### config.mk
export PLATFORM = sky130hd
export DESIGN_NAME = inst_fetch
export DESIGN_NICKNAME = d
export VERILOG_FILES = /design/src/rtl/inst_fetch.sv
export SDC_FILE = /design/constraint.sdc
export NUM_CORES = 1
export LEC_CHECK = 0
export CORE_UTILIZATION = 29
export CTS_BUF_LIST = sky130_fd_sc_hd__clkbuf_8
export CTS_CLUSTER_DIAMETER = 40
export DETAILED_ROUTE_END_ITERATION = 10
export PLACE_DENSITY = 0.57
export RECOVER_POWER = 25
export SETUP_SLACK_MARGIN = 0.05
export SLEW_MARGIN = 20
export SYNTH_ARGS = -nofsm -noshare
export SYNTH_HDL_FRONTEND = slang
export SYNTH_SLANG_ARGS = --single-unit
### constraint.sdc
create_clock -name clk -period 4.2 [get_ports clk]
set_input_delay 0.42 -clock clk [delete_from_list [all_inputs] [get_ports clk]]
set_output_delay 0.42 -clock clk [all_outputs]
set_load 0.05 [all_outputs]
### src/rtl/inst_fetch.sv
// Instruction fetch: in-order imem requests capped by a credit of DEPTH, returned words buffered as {pc, inst}.
// First if_valid two cycles after reset with a 1-cycle memory; stall holds the head, branch flushes and kills in-flight words.
module sync_fifo #(
   parameter int W     = 32,
   parameter int DEPTH = 2
) (
   input  logic                    clk,
   input  logic                    rst,
   input  logic                    i_flush,
   input  logic                    i_push_vld,
   input  logic [W-1:0]            i_push_dat,
   input  logic                    i_pop_vld,
   output logic [W-1:0]            o_head_dat,
   output logic [$clog2(DEPTH):0]  o_count
);
   localparam int AW = $clog2(DEPTH);
   localparam int CW = AW + 1;

   logic [W-1:0]  r_mem [DEPTH];
   logic [AW-1:0] r_wr_ptr;
   logic [AW-1:0] r_rd_ptr;
   logic [CW-1:0] r_count;

   always_ff @(posedge clk or negedge rst) begin
      if (!rst) begin
         r_wr_ptr <= '0;
         r_rd_ptr <= '0;
         r_count  <= '0;
      end else if (i_flush) begin
         r_wr_ptr <= '0;
         r_rd_ptr <= '0;
         r_count  <= '0;
      end else begin
         if (i_push_vld) r_wr_ptr <= r_wr_ptr + AW'(1);
         if (i_pop_vld)  r_rd_ptr <= r_rd_ptr + AW'(1);
         r_count <= r_count + CW'(i_push_vld) - CW'(i_pop_vld);
      end
   end

   always_ff @(posedge clk) begin
      if (i_push_vld && !i_flush) r_mem[r_wr_ptr] <= i_push_dat;
   end

   assign o_head_dat = r_mem[r_rd_ptr];
   assign o_count    = r_count;
endmodule

module inst_fetch #(
   parameter int                ADDR_W   = 32,
   parameter int                DATA_W   = 32,
   parameter logic [ADDR_W-1:0] RESET_PC = '0,
   parameter int                DEPTH    = 2
) (
   input  logic              clk,
   input  logic              rst,
   input  logic              stall,
   input  logic              branch_flag,
   input  logic [ADDR_W-1:0] branch_target,
   output logic              imem_req,
   output logic [ADDR_W-1:0] imem_addr,
   input  logic              imem_ready,
   input  logic              imem_rvalid,
   input  logic [DATA_W-1:0] imem_rdata,
   output logic [ADDR_W-1:0] if_pc,
   output logic [DATA_W-1:0] if_inst,
   output logic              if_valid
);
   localparam int CW = $clog2(DEPTH) + 1;
   localparam int SW = CW + 1;
   localparam int EW = ADDR_W + DATA_W;

   logic [ADDR_W-1:0] r_fetch_pc;
   logic [CW-1:0]     r_kill_cnt;

   logic [CW-1:0]     w_tag_cnt;
   logic [CW-1:0]     w_fifo_cnt;
   logic [ADDR_W-1:0] w_tag_head;
   logic [EW-1:0]     w_fifo_head;
   logic [SW-1:0]     w_inflight;
   logic              w_credit_ok;
   logic              w_hs;
   logic              w_rsp_vld;
   logic              w_kill;
   logic              w_push_vld;
   logic              w_pop_vld;

   assign if_valid  = (w_fifo_cnt != '0);
   assign w_pop_vld = if_valid & ~stall & ~branch_flag;

   // The slot freed by this cycle's pop counts as free, so a 2-deep buffer sustains one fetch per cycle.
   assign w_inflight  = SW'(w_tag_cnt) + SW'(w_fifo_cnt) - SW'(w_pop_vld);
   assign w_credit_ok = (w_inflight < SW'(DEPTH));

   assign imem_req  = rst & ~branch_flag & w_credit_ok;
   assign imem_addr = rst ? r_fetch_pc : '0;
   assign w_hs      = imem_req & imem_ready;

   assign w_rsp_vld  = imem_rvalid & (w_tag_cnt != '0);
   assign w_kill     = w_rsp_vld & (branch_flag | (r_kill_cnt != '0));
   assign w_push_vld = w_rsp_vld & ~w_kill;

   assign if_pc   = if_valid ? w_fifo_head[EW-1 -: ADDR_W] : '0;
   assign if_inst = if_valid ? w_fifo_head[DATA_W-1:0]    : '0;

   sync_fifo #(.W(ADDR_W), .DEPTH(DEPTH)) u_tag_q (
      .clk        (clk),
      .rst        (rst),
      .i_flush    (1'b0),
      .i_push_vld (w_hs),
      .i_push_dat (r_fetch_pc),
      .i_pop_vld  (w_rsp_vld),
      .o_head_dat (w_tag_head),
      .o_count    (w_tag_cnt)
   );

   sync_fifo #(.W(EW), .DEPTH(DEPTH)) u_inst_q (
      .clk        (clk),
      .rst        (rst),
      .i_flush    (branch_flag),
      .i_push_vld (w_push_vld),
      .i_push_dat ({w_tag_head, imem_rdata}),
      .i_pop_vld  (w_pop_vld),
      .o_head_dat (w_fifo_head),
      .o_count    (w_fifo_cnt)
   );

   always_ff @(posedge clk or negedge rst) begin
      if (!rst) begin
         r_fetch_pc <= RESET_PC;
         r_kill_cnt <= '0;
      end else begin
         if (branch_flag)
            r_fetch_pc <= branch_target & ~ADDR_W'(3);
         else if (w_hs)
            r_fetch_pc <= r_fetch_pc + ADDR_W'(4);

         // Whatever is still in flight after a branch is wrong-path.
         if (branch_flag)
            r_kill_cnt <= w_tag_cnt - CW'(w_rsp_vld);
         else if (w_rsp_vld && (r_kill_cnt != '0))
            r_kill_cnt <= r_kill_cnt - CW'(1);
      end
   end
endmodule
==> out/results.tsv, run 1 <==
stage	metric	value	unit
run_status	status	completed	
layout	drive_above_1_share	13.8	%
global_routing	grt_pass1_wl	34.0	mm
timing	report.final.slew_viol_count	0	
synthesis	syn_area_per_cell	14.1	µm²
floorplan	ios	168	
timing	max_slew_margin	48.0	%
routing	dr_wl_met3	1.42	mm
timing	hold_viol_final	0	
floorplan	die_area	33200	µm²
worst_setup_path	reg2reg_depth	12	
clock_tree	cts_made_buffers	45	
floorplan	rows	65	
layout	fillers	3063	
routing	met2_length	11.1	mm
timing	fmax	297	MHz
floorplan	fp.dieH	182	µm
clock_tree	cts_max_level	2	
place	dp_slack	0.362	ns
worst_setup_path	path_cells	nor2_4 > nor3_1 > ha_1 > nand2b_1 > fa_1 > xnor2_1 > nor3_2 > buf_4	
layout	final_cell_mix	edfxtp_1, clkdlybuf4s50_1, nor2_1	
worst_setup_path	r2r-end	u_tag_q.o_count[1]	
worst_setup_path	r2r_setup_slack	0.84	ns
clock_tree	cts_tree	done	
worst_setup_path	slowest_stage	dfrtp_1	
synthesis	ys_ff_latch	224	
floorplan	coreArea	31700	µm²
synthesis	netlist_area	9410	µm²
synthesis	yosysSeqAreaShare	69.4	%
routing	wirelength	22.6	mm
global_routing	antenna_found_initial	1	
layout	fin_area	12500	µm²
floorplan	initial_utilization	29.7	%
place	placed_area	11600	µm²
synthesis	yosys_warnings	0	
routing	drc	0	
worst_setup_path	r2r-start	u_inst_q.o_count[1]	
timing	grt_setup_unrepaired	false	
timing	fin_setup_tns	0	ns
timing	setup_viol	0	
layout	area_delta_synth_final	33.2	%
worst_setup_path	path_buf_inv	1	
worst_setup_path	crit_fanout	6	
run	maxCapViolations	0	
worst_setup_path	cp-start-kind	register	
power_and_ir_drop	ir_drop	0.000224	V
synthesis	synthFlopType	edfxtp_1	
synthesis	yosysUniqueCellTypes	43	
layout	final_nets	942	
place	gp_congestion	0.772	
routing	routedWlPerCell	17.4	µm
worst_setup_path	end_kind	primary output	
worst_setup_path	cp_top_family	simple AND/OR/NAND/NOR gates	
clock_tree	cts-root-buf	clkbuf_8	
floorplan	die_w	182	µm
worst_setup_path	max_stage_delay	0.42	ns
routing	vias_per_cell	4.51	
timing	min_period	3.37	ns
synthesis	synth_cells	667	
power_and_ir_drop	cellPowerDensity	544	nW/µm²
clock_tree	path_clk_slew	0.06	ns
worst_setup_path	cp.depth	8	
clock_tree	clk_latency	0.54	ns
global_routing	grt_pass1_vias	5933	
worst_setup_path	crit_arrival	2.95	ns
routing	m1WireLength	9.67	mm
timing	skew	0.0170	ns
worst_hold_path	min_path_type	primary input to asynchronous set/reset pin	
clock_tree	clockBufferDepth	3	
routing	top_layer	met4	
timing	fin_crit_sh	80.3	%
routing	dr.pass1.iters	4	
timing	worst_pin_slew	0.780	ns
global_routing	grt_max_degree	68	
layout	layout.cells.most_common	edfxtp_1	
power_and_ir_drop	leakagePower	4.28	nW
place	hpwl	14.5	mm
routing	dr.first_iter.drc_count	287	
worst_setup_path	path_class	register to primary output	
clock_tree	clock-sinks	224	
global_routing	grt_use_total	13.6	%
synthesis	synth_edf_count	184	
routing	vias	5867	
timing	finalWorstSetupSlack	0.829	ns
global_routing	gr-total-overflow	0	
routing	detail-route-antenna-nets	0	
synthesis	async_flop_share	17.9	%
worst_setup_path	required	3.78	ns
place	port_buffers	161	
==> synth_stat cells (15+ instances only) <==
cell	n	area [µm²]
and2_1	30	188
clkbuf_1	15	56.3
dfrtp_1	40	1000
edfxtp_1	184	5530
mux2_2	30	338
mux2i_1	63	631
nand2_1	45	169
nor2_1	81	304
o21ai_0	32	160
==> report_power, final <==
group | leakage [nW] | total [mW] | switching (mW) | internal, mW
clock | 0.516 | 2.27 | 0.926 | 1.34
sequential | 2.15 | 2.82 | 0.167 | 2.65
combinational | 1.61 | 1.72 | 1.08 | 0.644
total | 4.28 | 6.81 | 2.17 | 4.64
==> sequential cells by signal, indices dropped and copies added (netlist names) <==
signal,cells
u_inst_q.r_mem,124
u_tag_q.r_mem,60
r_fetch_pc,30
r_kill_cnt,2
u_inst_q.o_count,2
u_tag_q.o_count,2
u_inst_q.r_rd_ptr,1
u_inst_q.r_wr_ptr,1
u_tag_q.r_rd_ptr,1
u_tag_q.r_wr_ptr,1
==> worst max-delay path by stage <==
| stage | from | end | slack, ns |
|---|---|---|---|
| after floorplan | imem_rvalid | u_inst_q.r_mem[0][0] | 0.08 |
| after global placement | stall | u_tag_q.o_count[1] | 0.41 |
| after detailed placement | stall | u_tag_q.o_count[1] | 0.36 |
| after CTS | u_inst_q.r_rd_ptr | if_inst[14] | 0.78 |
| after global routing | u_inst_q.o_count[1] | imem_req | 0.64 |
| final | u_inst_q.o_count[1] | imem_req | 0.83 |
==> metrics by stage <==
stage	utilization (%)	power, mW	hold WS, ns	std cells
floorplan	-	4.00	0.124	670
finish	39.5	6.81	0.418	1301
detailed placement	36.5	4.62	0.457	1216
global placement	36.5	4.60	0.457	1216
CTS	39.5	6.92	0.390	1300
global route	39.5	7.14	0.442	1300
==> logic make-up (layout without fill, tap and decap cells) <==
| kind of cell | Yosys count | after routing | synth area share [%] |
|---|---|---|---|
| other | 1 | 5 | 0.0399 |
| xor gates and xnor gates | 28 | 28 | 2.61 |
| AOI/OAI and AO/OA | 48 | 48 | 2.97 |
| muxes | 93 | 93 | 10.3 |
| and+or+nand+nor | 217 | 217 | 11.1 |
| buffers and inverters | 46 | 274 | 2.16 |
| DFF | 224 | 224 | 69.4 |
| adders and majority gates | 10 | 10 | 1.41 |
==> metal layers <==
layer  vias up  GRT usage, %
met5         -             0
met4         0          4.57
met3        39          3.69
met2       158          23.3
met1      2852          16.5
li1       2818             -
==> repair_timing <==
| action | in CTS | in global routing |
|---|---|---|
| setup buffers | 0 | 0 |
| gates resized for setup | 0 | 0 |
| endpoints found under the hold margin | 11 | 0 |
| setup endpoints to repair | 0 | 0 |
| hold buffers | 1 | 0 |
==> final cells by class <==
class / instances / area, µm² / share of cell area [%]
sequential: 224 / 6530 / 52.1
timing repair buffer: 177 / 1780 / 14.2
inverter: 14 / 52.6 / 0.419
tap: 402 / 503 / 4.02
clock buffer: 50 / 688 / 5.49
antenna: 1 / 2.50 / 0.0200
clock inverter: 33 / 253 / 2.02
multi-input combinational: 400 / 2710 / 21.7
Note: power is estimated with default switching activity, not from simulation.
==> run 2: changes to the inputs <==
- clock period: 4.2 -> 3.1 ns (I/O delays scaled with it)
==> run 2 against run 1 <==
  * Critical endpoint unchanged
  * Highest routed layer unchanged
  * Non-clock buffer count grew 28
  * First-iteration DRC count rose by 16%
  * Sequential share of layout area fell by 1.3 points
  * Combinational power increased by 49%
  * Worst setup slack got worse by 0.80 ns
  * Sequential power up 36%
==> out/results.tsv, run 2 (synthesis results as in run 1) <==
stage	metric	value	unit	change
worst_setup_path	end_kind	primary output		unchanged
place	hpwl	14.9	mm	was 14.5 mm
power_and_ir_drop	ir_drop	0.000258	V	was 0.000224 V
layout	largest_register	u_inst_q.r_mem		unchanged
timing	report.final.slew_viol_count	0		unchanged
global_routing	gr-total-overflow	0		unchanged
worst_setup_path	crit_arrival	2.76	ns	was 2.95 ns
power_and_ir_drop	leakagePower	4.43	nW	was 4.28 nW
timing	fmax	326	MHz	
layout	largest_reg_flops	124		unchanged
clock_tree	cts_made_buffers	43		was 45
global_routing	grt_pass1_vias	6041		was 5933
routing	dr.pass1.iters	4		unchanged
clock_tree	cts-root-buf	clkbuf_8		unchanged
layout	final_cell_mix	edfxtp_1, clkdlybuf4s50_1, nor2_1		unchanged
run_status	status	completed		unchanged
floorplan	initial_utilization	29.7	%	unchanged
worst_setup_path	path_class	register to primary output		unchanged
place	port_buffers	161		unchanged
worst_hold_path	min_path_type	primary input to asynchronous set/reset pin		unchanged
clock_tree	clockBufferDepth	3		unchanged
layout	diodes	0		was 1
floorplan	rows	65		unchanged
global_routing	antenna_found_initial	0		was 1
floorplan	die_area	33200	µm²	unchanged
timing	hold_viol_final	0		unchanged
routing	vias_per_cell	4.47		was 4.51
layout	final_nets	968		was 942
routing	wirelength	22.5	mm	was 22.6 mm
clock_tree	path_clk_slew	0.06	ns	about the same
routing	dr.first_iter.drc_count	332		was 287
power_and_ir_drop	p_comb_share	27.5	%	was 25.3%
power_and_ir_drop	p_seq_share	41.2	%	was 41.4%
floorplan	die_w	182	µm	unchanged
power_and_ir_drop	internal-power	6.28	mW	was 4.64 mW
timing	hold_slack	0.108	ns	was 0.418 ns
clock_tree	clk_latency	0.54	ns	about the same
power_and_ir_drop	switching_share	32.4	%	was 31.9%
routing	vias	5909		was 5867
worst_setup_path	max_stage_delay	0.54	ns	was 0.42 ns
global_routing	use_met3	3.33	%	was 3.69%
layout	layout.cells.most_common	edfxtp_1		unchanged
timing	max_slew_margin	43.1	%	was 48.0%
global_routing	top_usage_layer	met2		unchanged
timing	worst_pin_slew	0.854	ns	was 0.780 ns
layout	fillers	2970		was 3063
routing	drc	0		unchanged
global_routing	grt_use_total	13.5	%	was 13.6%
routing	routedWlPerCell	17.0	µm	was 17.4 µm
power_and_ir_drop	p_sw	3.01	mW	was 2.17 mW
worst_setup_path	slowest_stage	fa_2		was dfrtp_1
floorplan	fp.dieH	182	µm	unchanged
worst_setup_path	path_cells	nor2_4 > nor3_4 > ha_1 > nand2b_4 > fa_2 > nand2_2 > buf_6 > nor3_4 > buf_6 > buf_12		was nor2_4 > nor3_1 > ha_1 > nand2b_1 > fa_1 > xnor2_1 > nor3_2 > buf_4
global_routing	grt_pass1_wl	34.3	mm	was 34.0 mm
layout	drive_above_1_share	16.8	%	was 13.8%
power_and_ir_drop	clkPwrFrac	31.3	%	was 33.3%
global_routing	grt_max_degree	68		unchanged
timing	fin_setup_tns	0	ns	unchanged
timing	min_period	3.07	ns	
power_and_ir_drop	cellPowerDensity	724	nW/µm²	was 544 nW/µm²
global_routing	gr-usage-met1	17.5	%	was 16.5%
worst_setup_path	cp-start-kind	register		unchanged
routing	detail-route-antenna-nets	0		unchanged
clock_tree	cts_tree	done		unchanged
worst_setup_path	r2r_setup_slack	0.06	ns	was 0.84 ns
layout	area_delta_synth_final	36.6	%	was 33.2%
run	maxCapViolations	0		unchanged
worst_setup_path	crit_fanout	3		was 6
floorplan	ios	168		unchanged
clock_tree	clock-sinks	224		unchanged
floorplan	coreArea	31700	µm²	unchanged
clock_tree	cts_max_level	2		unchanged
global_routing	grtUsageMet2	22.1	%	was 23.3%
place	gp_congestion	0.758		was 0.772
timing	grt_setup_unrepaired	true		was false
timing	fin_crit_sh	99.1	%	
worst_setup_path	required	2.79	ns	was 3.78 ns
timing	skew	0.0216	ns	was 0.0170 ns
timing	setup_viol	0		unchanged
layout	top_regs	u_inst_q.r_mem (124), u_tag_q.r_mem (60), r_fetch_pc (30)		unchanged
-- run 2: cell types whose count changed in the layout (fill, tap and decap cells not counted), moves of 2 or more --
cell	change
clkbuf_8	-4
inv_1	-2
buf_12	+8
nor3_4	+2
buf_6	+2
buf_4	+16
clkinv_4	+3
-- run 2: path summary, 6_finish.rpt --
path,start,to,cells after the start
min reg2reg,r_fetch_pc[25],u_tag_q.r_mem[1][25],0
max,u_inst_q.o_count[0],imem_req,10
max in group asynchronous,rst,r_fetch_pc[10],2
max reg2reg,u_inst_q.o_count[0],u_tag_q.o_count[1],12
min in group clk,branch_target[3],r_fetch_pc[3],3
min,rst,r_fetch_pc[3],2
-- run 2: area by class of cell --
cell class | count | area [µm²] | area share (%)
sequential | 224 | 6530 | 50.8
multi-input combinational | 400 | 2770 | 21.6
timing repair buffer | 205 | 2120 | 16.5
clock buffer | 46 | 633 | 4.93
tap | 402 | 503 | 3.92
clock inverter | 32 | 239 | 1.86
inverter | 14 | 52.6 | 0.409
-- run 2: routing by layer --
layer	vias to the layer above	wire length, µm	share of wire [%]
met3	51	1280	5.7
met5	-	0	0
met1	2811	9980	44
met4	0	659	2.9
li1	2875	-	-
met2	172	10600	47
-- run 2: worst max-delay path: cells and delay by family, from the launching register on --
family / cells / cell delay [ns]
buf+inv: 3 / 0.42
flops: 1 / 0.42
simple gates: 5 / 0.59
fa+ha+maj: 2 / 0.81
-- run 2: what timing repair did --
item / CTS / global route
pin swaps: 2 / 2
buffers inserted: 4 / 4
endpoints found under the setup margin: 40 / 77
gates cloned: 0 / 1
resized for setup: 2 / 4
hold buffers: 1 / 0
endpoints found under the hold margin: 4 / 0
-- run 2: power by group through the flow --
| stage | combinational, mW | clock (mW) | sequential, mW |
|---|---|---|---|
| detailed placement | 2.52 | 0 | 3.91 |
| global route | 2.75 | 3.14 | 3.86 |
| floorplan | 1.71 | 0 | 3.77 |
| global placement | 2.50 | 0 | 3.90 |
| finish | 2.56 | 2.91 | 3.83 |
| CTS | 2.58 | 3.02 | 3.84 |
-- run 2: metrics by stage --
stage               util (%)  cells  power, mW  instance area [µm²]  setup slack [ns]
global placement        37.3   1235       6.40                11800            -0.260
CTS                     40.3   1318       9.44                12800           -0.0143
floorplan                  -    670       5.48                 9500            -0.206
detailed placement      37.3   1235       6.43                11800            -0.272
global route            40.5   1323       9.76                12800            -0.109
finish                  40.5   1323       9.30                12800            0.0283
